===== config.mk =====
export PLATFORM = sky130hd
export DESIGN_NAME = fifo_wr_ptr_full_ctrl_flat
export DESIGN_NICKNAME = d
export VERILOG_FILES = /design/src/rtl/fifo_wr_ptr_full_ctrl_pkg.sv /design/src/rtl/fifo_wr_ptr_full_ctrl_if.sv /design/src/rtl/fifo_gray2bin.sv /design/src/rtl/fifo_wr_ptr_full_ctrl.sv /design/src/flat_wrapper.sv
export SDC_FILE = /design/constraint.sdc
export NUM_CORES = 1
export LEC_CHECK = 0
export BUFFER_PORTS_ARGS = -buffer_cell sky130_fd_sc_hd__clkbuf_2
export CORE_UTILIZATION = 48
export CTS_CLUSTER_DIAMETER = 40
export DETAILED_ROUTE_END_ITERATION = 6
export PLACE_DENSITY = 0.74
export RECOVER_POWER = 100
export SLEW_MARGIN = 20
export SYNTH_ARGS = -nofsm -noshare
export SYNTH_HDL_FRONTEND = slang
export SYNTH_SLANG_ARGS = --single-unit

===== constraint.sdc =====
create_clock -name clk -period 2.2 [get_ports clk]
set_input_delay 0.11 -clock clk [delete_from_list [all_inputs] [get_ports clk]]
set_output_delay 0.11 -clock clk [all_outputs]
set_load 0.03 [all_outputs]

===== src/rtl/fifo_wr_ptr_full_ctrl_pkg.sv =====
// Shared async-FIFO helpers: pointer width and Gray/binary conversion.
// The conversion functions work on a fixed maximum width. Callers zero-extend
// narrower pointers and then truncate the result. Leading zero bits do not
// change either transform.
package fifo_wr_ptr_full_ctrl_pkg;

    localparam int MAX_ADDRWIDTH = 16;
    localparam int MAX_PTR_W     = MAX_ADDRWIDTH + 1;

    localparam int ADDRWIDTH_DEF = 3;
    localparam int PTR_W_DEF     = ADDRWIDTH_DEF + 1;

    // Pointers carry one extra wrap bit above the RAM address.
    function automatic int ptr_width(input int addrwidth);
        return addrwidth + 1;
    endfunction

    function automatic logic [MAX_PTR_W-1:0] bin2gray(input logic [MAX_PTR_W-1:0] b);
        return b ^ (b >> 1);
    endfunction

    function automatic logic [MAX_PTR_W-1:0] gray2bin(input logic [MAX_PTR_W-1:0] g);
        logic [MAX_PTR_W-1:0] b;
        for (int i = 0; i < MAX_PTR_W; i++) begin
            b[i] = ^(g >> i);
        end
        return b;
    endfunction

endpackage


===== src/rtl/fifo_wr_ptr_full_ctrl_if.sv =====
// Write-side bus of the async FIFO. The user and RAM side is the master.
// The pointer/flag controller is the slave.
interface fifo_wr_ptr_full_ctrl_if #(
    parameter int ADDRWIDTH = 3
);
    logic                 we;
    logic [ADDRWIDTH:0]   rd_ptr_gray_sync;
    logic [ADDRWIDTH:0]   wr_ptr_gray;
    logic [ADDRWIDTH-1:0] waddr;
    logic                 wen_mem;
    logic                 full;
    logic                 afull;
    logic [ADDRWIDTH:0]   wrcnt;
    logic                 overflow;

    modport master (
        output we, rd_ptr_gray_sync,
        input  wr_ptr_gray, waddr, wen_mem, full, afull, wrcnt, overflow
    );

    modport slave (
        input  we, rd_ptr_gray_sync,
        output wr_ptr_gray, waddr, wen_mem, full, afull, wrcnt, overflow
    );
endinterface


===== src/rtl/fifo_gray2bin.sv =====
// Combinational Gray-to-binary converter. Each output bit is the XOR prefix
// of all Gray bits at or above it. This block is shared with the read-side
// empty controller.
module fifo_gray2bin #(
    parameter int W = 4
) (
    input  logic [W-1:0] gray,
    output logic [W-1:0] bin
);

    // Each binary bit is the reduction XOR of the Gray bits from its position upward.
    always_comb begin
        bin = '0;
        for (int i = 0; i < W; i++) begin
            bin[i] = ^(gray >> i);
        end
    end

endmodule


===== src/rtl/fifo_wr_ptr_full_ctrl.sv =====
// Write-domain pointer and flag generator for the dual-clock FIFO.
// The registered Gray pointer feeds the read-domain synchronizer. The
// read pointer arriving from that domain is only used to compute the flags.
// Because that read pointer lags the real one, full and wrcnt can only be
// pessimistic.
module fifo_wr_ptr_full_ctrl
    import fifo_wr_ptr_full_ctrl_pkg::*;
#(
    parameter int ADDRWIDTH = 3,
    parameter int AFULL_VAL = 6
) (
    input  logic                   clk,
    input  logic                   arstn,
    input  logic                   srstn,
    fifo_wr_ptr_full_ctrl_if.slave bus
);

    localparam int PTR_W = ptr_width(ADDRWIDTH);

    logic [PTR_W-1:0] wbin;
    logic [PTR_W-1:0] wbin_next;
    logic [PTR_W-1:0] gray_next;
    logic [PTR_W-1:0] rbin_sync;
    logic [PTR_W-1:0] fill_next;
    logic [PTR_W-1:0] full_pattern;
    logic [PTR_W-1:0] gray_q;
    logic [PTR_W-1:0] wrcnt_q;
    logic             wen;
    logic             full_q;
    logic             afull_q;
    logic             overflow_q;
    logic             full_next;
    logic             afull_next;

    fifo_gray2bin #(.W(PTR_W)) u_rd_gray2bin (
        .gray (bus.rd_ptr_gray_sync),
        .bin  (rbin_sync)
    );

    // Qualify the write and form the next pointer plus all next-state flags.
    // full_pattern is the synchronized read pointer with its top two Gray bits
    // inverted. That value is the Gray write pointer exactly one depth ahead.
    always_comb begin
        wen          = bus.we & ~full_q;
        wbin_next    = wbin + {{(PTR_W-1){1'b0}}, wen};
        gray_next    = PTR_W'(bin2gray(MAX_PTR_W'(wbin_next)));
        full_pattern = {~bus.rd_ptr_gray_sync[ADDRWIDTH:ADDRWIDTH-1],
                        bus.rd_ptr_gray_sync[ADDRWIDTH-2:0]};
        full_next    = (gray_next == full_pattern);
        fill_next    = wbin_next - rbin_sync;
        afull_next   = (fill_next >= PTR_W'(AFULL_VAL));
    end

    // Pointer and flag registers. The synchronous clear wins over a pending write.
    always_ff @(posedge clk or negedge arstn) begin
        if (!arstn) begin
            wbin       <= '0;
            gray_q     <= '0;
            full_q     <= 1'b0;
            afull_q    <= 1'b0;
            wrcnt_q    <= '0;
            overflow_q <= 1'b0;
        end else if (!srstn) begin
            wbin       <= '0;
            gray_q     <= '0;
            full_q     <= 1'b0;
            afull_q    <= 1'b0;
            wrcnt_q    <= '0;
            overflow_q <= 1'b0;
        end else begin
            wbin       <= wbin_next;
            gray_q     <= gray_next;
            full_q     <= full_next;
            afull_q    <= afull_next;
            wrcnt_q    <= fill_next;
            overflow_q <= bus.we & full_q;
        end
    end

    assign bus.wen_mem     = wen;
    assign bus.waddr       = wbin[ADDRWIDTH-1:0];
    assign bus.wr_ptr_gray = gray_q;
    assign bus.full        = full_q;
    assign bus.afull       = afull_q;
    assign bus.wrcnt       = wrcnt_q;
    assign bus.overflow    = overflow_q;

endmodule


===== src/flat_wrapper.sv =====
// flat-port wrapper written by rule: the top's interface ports become plain ports
module fifo_wr_ptr_full_ctrl_flat import fifo_wr_ptr_full_ctrl_pkg::*;
#(
    parameter int ADDRWIDTH = 3,
    parameter int AFULL_VAL = 6
)
  (clk, arstn, srstn, bus_we, bus_rd_ptr_gray_sync, bus_wr_ptr_gray, bus_waddr, bus_wen_mem, bus_full, bus_afull, bus_wrcnt, bus_overflow);
  fifo_wr_ptr_full_ctrl_if #(.ADDRWIDTH(ADDRWIDTH)) bus_i ();
  input  logic clk;
  input  logic arstn;
  input  logic srstn;
  input wire logic [$bits(bus_i.we)-1:0] bus_we;
  input wire logic [$bits(bus_i.rd_ptr_gray_sync)-1:0] bus_rd_ptr_gray_sync;
  output wire logic [$bits(bus_i.wr_ptr_gray)-1:0] bus_wr_ptr_gray;
  output wire logic [$bits(bus_i.waddr)-1:0] bus_waddr;
  output wire logic [$bits(bus_i.wen_mem)-1:0] bus_wen_mem;
  output wire logic [$bits(bus_i.full)-1:0] bus_full;
  output wire logic [$bits(bus_i.afull)-1:0] bus_afull;
  output wire logic [$bits(bus_i.wrcnt)-1:0] bus_wrcnt;
  output wire logic [$bits(bus_i.overflow)-1:0] bus_overflow;
  assign bus_i.we = bus_we;
  assign bus_i.rd_ptr_gray_sync = bus_rd_ptr_gray_sync;
  assign bus_wr_ptr_gray = bus_i.wr_ptr_gray;
  assign bus_waddr = bus_i.waddr;
  assign bus_wen_mem = bus_i.wen_mem;
  assign bus_full = bus_i.full;
  assign bus_afull = bus_i.afull;
  assign bus_wrcnt = bus_i.wrcnt;
  assign bus_overflow = bus_i.overflow;
  fifo_wr_ptr_full_ctrl #(.ADDRWIDTH(ADDRWIDTH), .AFULL_VAL(AFULL_VAL)) u_core (.clk(clk), .arstn(arstn), .srstn(srstn), .bus(bus_i));
endmodule

## After elaboration in Yosys (flattened, before gate mapping)

Index checks and enable logic that the tools add are counted.

| word-level totals | value |
|---|---|
| register bits after elaboration | 15 |
| input bits | 8 |
| output and inout port bits | 15 |
| logic and storage cells | 25 |

| operators by class | value |
|---|---|
| add/subtract/negate cells | 2 |
| $lt $le $gt $ge | 1 |
| equality and inequality tests | 1 |
| multiplexer cells | 6 |
| bitwise gates (word level) | 5 |
| reductions and logical operators | 4 |

Operators by type and width:

| operator | count |
|---|---|
| parity 4 bit | 4 |
| 2-to-1 mux 4 bit | 3 |
| adder 4 x 1 -> 4 bit | 1 |
| equality test 4 bit | 1 |
| >= comparator 4 x 3 -> 1 bit, second input constant | 1 |
| subtractor 4 bit | 1 |
| bitwise XOR 4 x 3 -> 4 bit | 1 |
| 2-to-1 mux 1 bit | 3 |
| bitwise AND 1 bit | 2 |
| NOT 2 bit | 1 |
| NOT 1 bit | 1 |

## Depth between registers and ports, before layout

| logic depth | value |
|---|---|
| depth in word-level cells | 6 |
| gate-level depth with buffers | 8 |
| mapped depth without buffers | 8 |

## Hierarchy

From an unflattened synthesis, not the netlist that was laid out.

| unflattened totals | value |
|---|---|
| cell total of the unflattened synthesis | 66 |
| area, all modules | 778.2 um2 |

Modules (own cells, without submodules):

| module | instances | cells each | area an instance (um2) |
|---|---|---|---|
| fifo_wr_ptr_full_ctrl | 1 | 61 | 728.2 |
| fifo_gray2bin | 1 | 5 | 50.0 |

## Worst setup path after synthesis

No wires, ideal clock.

| path | value |
|---|---|
| path kind | reg-to-reg |
| start | register u_core.full_q (netlist: u_core.bus.full) |
| end | register u_core.afull_q (netlist: u_core.bus.afull) |
| library setup time | 0.124 ns |
| data arrival time | 2.524 ns |
| required time | 2.076 ns |
| setup slack | -0.448 ns |
| cell stages (with the launch flop) | 9 |
| path buffers | 0 |
| period minus slack after synthesis | 2.648 ns |
| path through | dfrtp_1 -> nor2b_1 -> ha_1 -> ha_1 -> xor2_1 -> ha_1 -> xnor2_1 -> nor2b_1 -> o31a_1 |

| on the way | value |
|---|---|
| longest elaborated chain between the ends | 6 |

RTL lines:

| what | RTL line | text |
|---|---|---|
| start: declaration | fifo_wr_ptr_full_ctrl.sv:29 | `logic full_q;` |
| start signal: assignment | fifo_wr_ptr_full_ctrl.sv:73 | `full_q <= full_next;` |
| NOT 1 bit | fifo_wr_ptr_full_ctrl.sv:44 | `wen = bus.we & ~full_q;` |
| bitwise AND 1 bit | fifo_wr_ptr_full_ctrl.sv:44 |  |
| via bus_wen_mem | flat_wrapper.sv:16 | `output wire logic [$bits(bus_i.wen_mem)-1:0] bus_wen_mem;` |
| adder 4 x 1 -> 4 bit | fifo_wr_ptr_full_ctrl.sv:45 | `wbin_next = wbin + {{(PTR_W-1){1'b0}}, wen};` |
| subtractor 4 bit | fifo_wr_ptr_full_ctrl.sv:50 | `fill_next = wbin_next - rbin_sync;` |
| >= comparator 4 x 3 -> 1 bit | fifo_wr_ptr_full_ctrl.sv:51 | `afull_next = (fill_next >= PTR_W'(AFULL_VAL));` |
| 2-to-1 mux 1 bit | fifo_wr_ptr_full_ctrl.sv:63 | `end else if (!srstn) begin` |
| end signal: assignment | fifo_wr_ptr_full_ctrl.sv:74 | `afull_q <= afull_next;` |
| end: declaration | fifo_wr_ptr_full_ctrl.sv:30 | `logic afull_q;` |

The timed path passes the listed nets, and every way through them passes these cells.

## Worst setup path after layout

| path | value |
|---|---|
| start | register u_core.full_q (netlist: u_core.bus.full) |
| end | register u_core.afull_q (netlist: u_core.bus.afull) |

| on the way | value |
|---|---|
| longest elaborated chain between the ends | 6 |

RTL lines:

| what | RTL line |
|---|---|
| NOT 1 bit | fifo_wr_ptr_full_ctrl.sv:44 |
| bitwise AND 1 bit | fifo_wr_ptr_full_ctrl.sv:44 |
| adder 4 x 1 -> 4 bit | fifo_wr_ptr_full_ctrl.sv:45 |
| subtractor 4 bit | fifo_wr_ptr_full_ctrl.sv:50 |
| >= comparator 4 x 3 -> 1 bit | fifo_wr_ptr_full_ctrl.sv:51 |
| 2-to-1 mux 1 bit | fifo_wr_ptr_full_ctrl.sv:63 |

No other way between the ends.

==> summary.md <==
| Metric | Value |
|---|---|
| Status | `finished clean` |
| IO Port Bufs | `22` |
| First-pass GRT wire length | `1960 µm` |
| Remaining DRCs | `0` |
| Crit-path most repeated cell | `ha_4` |
| Die area | `1690 µm²` |
| Post-Syn Instances | `62` |
| Clock power frac | `0.242` |
| Post-DP HPWL | `986 µm` |
| Pwr Total | `0.764 mW` |
| Hold Path Class | `primary input to flop` |
| Final antenna-violating net count | `0` |
| Leakage | `0.443 nW` |
| RD Place Congestion | `0.735` |
| Sequential Power Share | `0.396` |
| Io pins | `23` |
| Worst vdd ir | `0.562 mV` |
| Gr usage total | `0.187` |
| Crit end category | `flop` |
| Fraction of layout cells with a size suffix above 1 | `0.202` |
| Initial Utilization | `0.537` |
| Core ar. | `1370 µm²` |
| Net Sw Power | `0.267 mW` |
| Yosys warning count | `0` |
| Vias in the first global route | `480` |
| Die height | `41.1 µm` |
| Critical path arrival | `2.20 ns` |
| Max cap viols | `0` |
| Worst slew pin tran | `0.717 ns` |
| Slowest stage cell, crit path | `dfrtp_2` |
| Yosys top cell area share | `0.478` |
| Unrepaired setup endpoints after global routing | `no` |
| Clock tree sinks | `14` |
| Clock buffer depth | `2` |
| Int Power | `0.497 mW` |
| #FFs+latches synth | `14` |
| Clock Pin Slew Worst Setup and Hold Paths | `0.08 ns` |
| N_diodes | `0` |
| Drt wl/cell | `12.3 µm` |
| CP Max Fanout | `4` |
| Syn Nets | `76` |
| Root buffer cell | `clkbuf_4` |
| Fillers | `125` |
| Ranking of synthesized cells by area | `dfrtp_1, xnor2_1, ha_1, and2_1, xor2_1` |
| CP Buf/Inv Count | `1` |
| Area Overhead vs Synth | `27.6%` |
| Vias per cell | `4.97` |
| Synth unique cells | `19` |
| Sw Share | `0.350` |
| Setup TNS | `0 ns` |
| Number of setup violations in the final report | `0` |
| Worst stage delay on the critical path | `0.40 ns` |
| Crit-path cells | `nor2b_4, ha_4, ha_4, inv_1, fa_2, xnor2_1, nor2b_1, o31a_1` |
| Hold Vio Cnt, Final | `0` |
| Total Nets Final | `104` |
| Final Max Tran Viols | `0` |
| Worst skew pair latency | `0.28 ns` |
| Comb power frac | `0.362` |
| First-pass iteration count of the detailed router | `4` |
| Pwr/cell area | `817 nW/µm²` |
| Cell area after synthesis | `733 µm²` |
| Largest net degree at the start of global routing | `15` |
| CTS tree | `done` |
| Via count | `517` |
| Cell Rows | `13` |
| Setup CP Type | `flop to flop` |
| Slew HR | `0.522` |
| Total number of H-tree levels | `1` |
| Overflow after GRT | `0` |
| Cell family with most CP delay | `adder cells` |
| Die W | `41.1 µm` |
| CP required | `2.37 ns` |
| Period utilisation layout | `0.923` |
| CTS Buf Count | `3` |
| Largest area contributor in the netlist | `dfrtp_1` |
| Clock skew | `0.00211 ns` |
| Mean post-synth cell area | `11.8 µm²` |
| Drt initial violations | `5` |
| CP Launch Type | `flop` |
| Routed wire length | `1280 µm` |
| Fmax | `493 MHz` |
| Initial antenna violation count | `0` |
| Seq/Total Area, Yosys | `0.478` |
| Min Tclk post-route | `2.03 ns` |
==> routing by layer <==
| layer | track usage | routed length (µm) |
|---|---|---|
| met5 | 0 | 0 |
| met3 | 0.0163 | 42 |
| met4 | 0.125 | 41 |
| met2 | 0.316 | 614 |
| met1 | 0.220 | 576 |
==> flip-flops by register name, indices dropped and copies added, names as in the netlist <==
name,flops
u_core.wbin,3
u_core.bus.wrcnt,4
u_core.bus.wr_ptr_gray,4
u_core.bus.full,1
u_core.bus.afull,1
u_core.bus.overflow,1
==> cells in the final DEF (no fill, tap or decap) <==
master         Yosys  layout
o21a_1             1       1
ha_1               5       3
clkbuf_4           0       3
dfrtp_2            0       1
nor4_1             1       1
a21oi_1            1       1
and3_1             3       3
xnor2_1            8       8
buf_4              0       1
xor2_2             0       1
nor2b_4            0       1
ha_4               0       2
clkbuf_1           1      16
and2_0             0       4
a21boi_0           1       1
and2_1             7       3
inv_1              4       4
dfrtp_1           14      13
dlygate4sd3_1      0       1
o21ai_0            1       1
fa_2               0       1
and2_2             1       1
nand2_1            1       1
xnor3_1            1       1
clkbuf_2           0       6
xor2_1             5       4
clkbuf_8           0       1
o31a_1             1       1
nor2b_1            5       4
==> cell families after synthesis <==
family | synth area share
adders and majority gates | 0.113
xor gates and xnor gates | 0.186
buffers and inverters | 0.0256
AOI/OAI and AO/OA | 0.0461
and+or+nand+nor | 0.152
DFF | 0.478
==> synthesized netlist by cell type <==
| cell | number |
|---|---|
| a21boi_0 | 1 |
| a21oi_1 | 1 |
| and2_1 | 7 |
| and2_2 | 1 |
| and3_1 | 3 |
| clkbuf_1 | 1 |
| dfrtp_1 | 14 |
| fa_1 | 1 |
| ha_1 | 5 |
| inv_1 | 4 |
| nand2_1 | 1 |
| nor2b_1 | 5 |
| nor4_1 | 1 |
| o21a_1 | 1 |
| o21ai_0 | 1 |
| o31a_1 | 1 |
| xnor2_1 | 8 |
| xnor3_1 | 1 |
| xor2_1 | 5 |
==> final timing paths <==
path | start | to | slack [ns] | cells after the start
max in group asynchronous | arstn | u_core.bus.full | 1.32 | 2
min in group asynchronous | arstn | u_core.wbin[0] | 0.39 | 2
worst max register to register | u_core.bus.full | u_core.bus.afull | 0.17 | 8
worst max-delay path | u_core.bus.full | u_core.bus.afull | 0.17 | 8
worst min-delay path | bus_we | u_core.bus.overflow | 0.08 | 2
worst min register to register | u_core.bus.full | u_core.bus.overflow | 0.58 | 1
==> what timing repair did <==
item,CTS,global route
resized for setup,0,0
hold buffers,1,0
endpoints found under the hold margin,14,0
buffers inserted,0,0
==> per-stage QoR <==
stage | hold WS, ns | setup WS (ns) | util | area (µm²) | std cells
finish | 0.0815 | 0.170 | 0.685 | 936 | 104
global route | 0.0953 | 0.0589 | 0.685 | 936 | 104
CTS | 0.0798 | 0.166 | 0.700 | 956 | 104
detailed placement | 0.0322 | 0.157 | 0.666 | 910 | 99
global placement | 0.0220 | 0.195 | 0.666 | 910 | 99
floorplan | -0.186 | 0.0444 | - | 777 | 62
==> area by class of cell <==
type                       count  area [µm²]  share of cell area
multi-input combinational     43         407               0.434
sequential                    14         352               0.376
timing repair buffer          24         108               0.115
clock buffer                   4        36.3              0.0388
tap                           15        18.8              0.0201
inverter                       4        15.0              0.0160
==> power by group through the flow <==
stage	logic (mW)	registers, mW	clock network [mW]
floorplan	0.138	0.378	0
global placement	0.282	0.307	0
detailed placement	0.286	0.308	0
CTS	0.288	0.303	0.190
global route	0.308	0.309	0.199
finish	0.277	0.303	0.185
(Power assumes the default switching activity.)
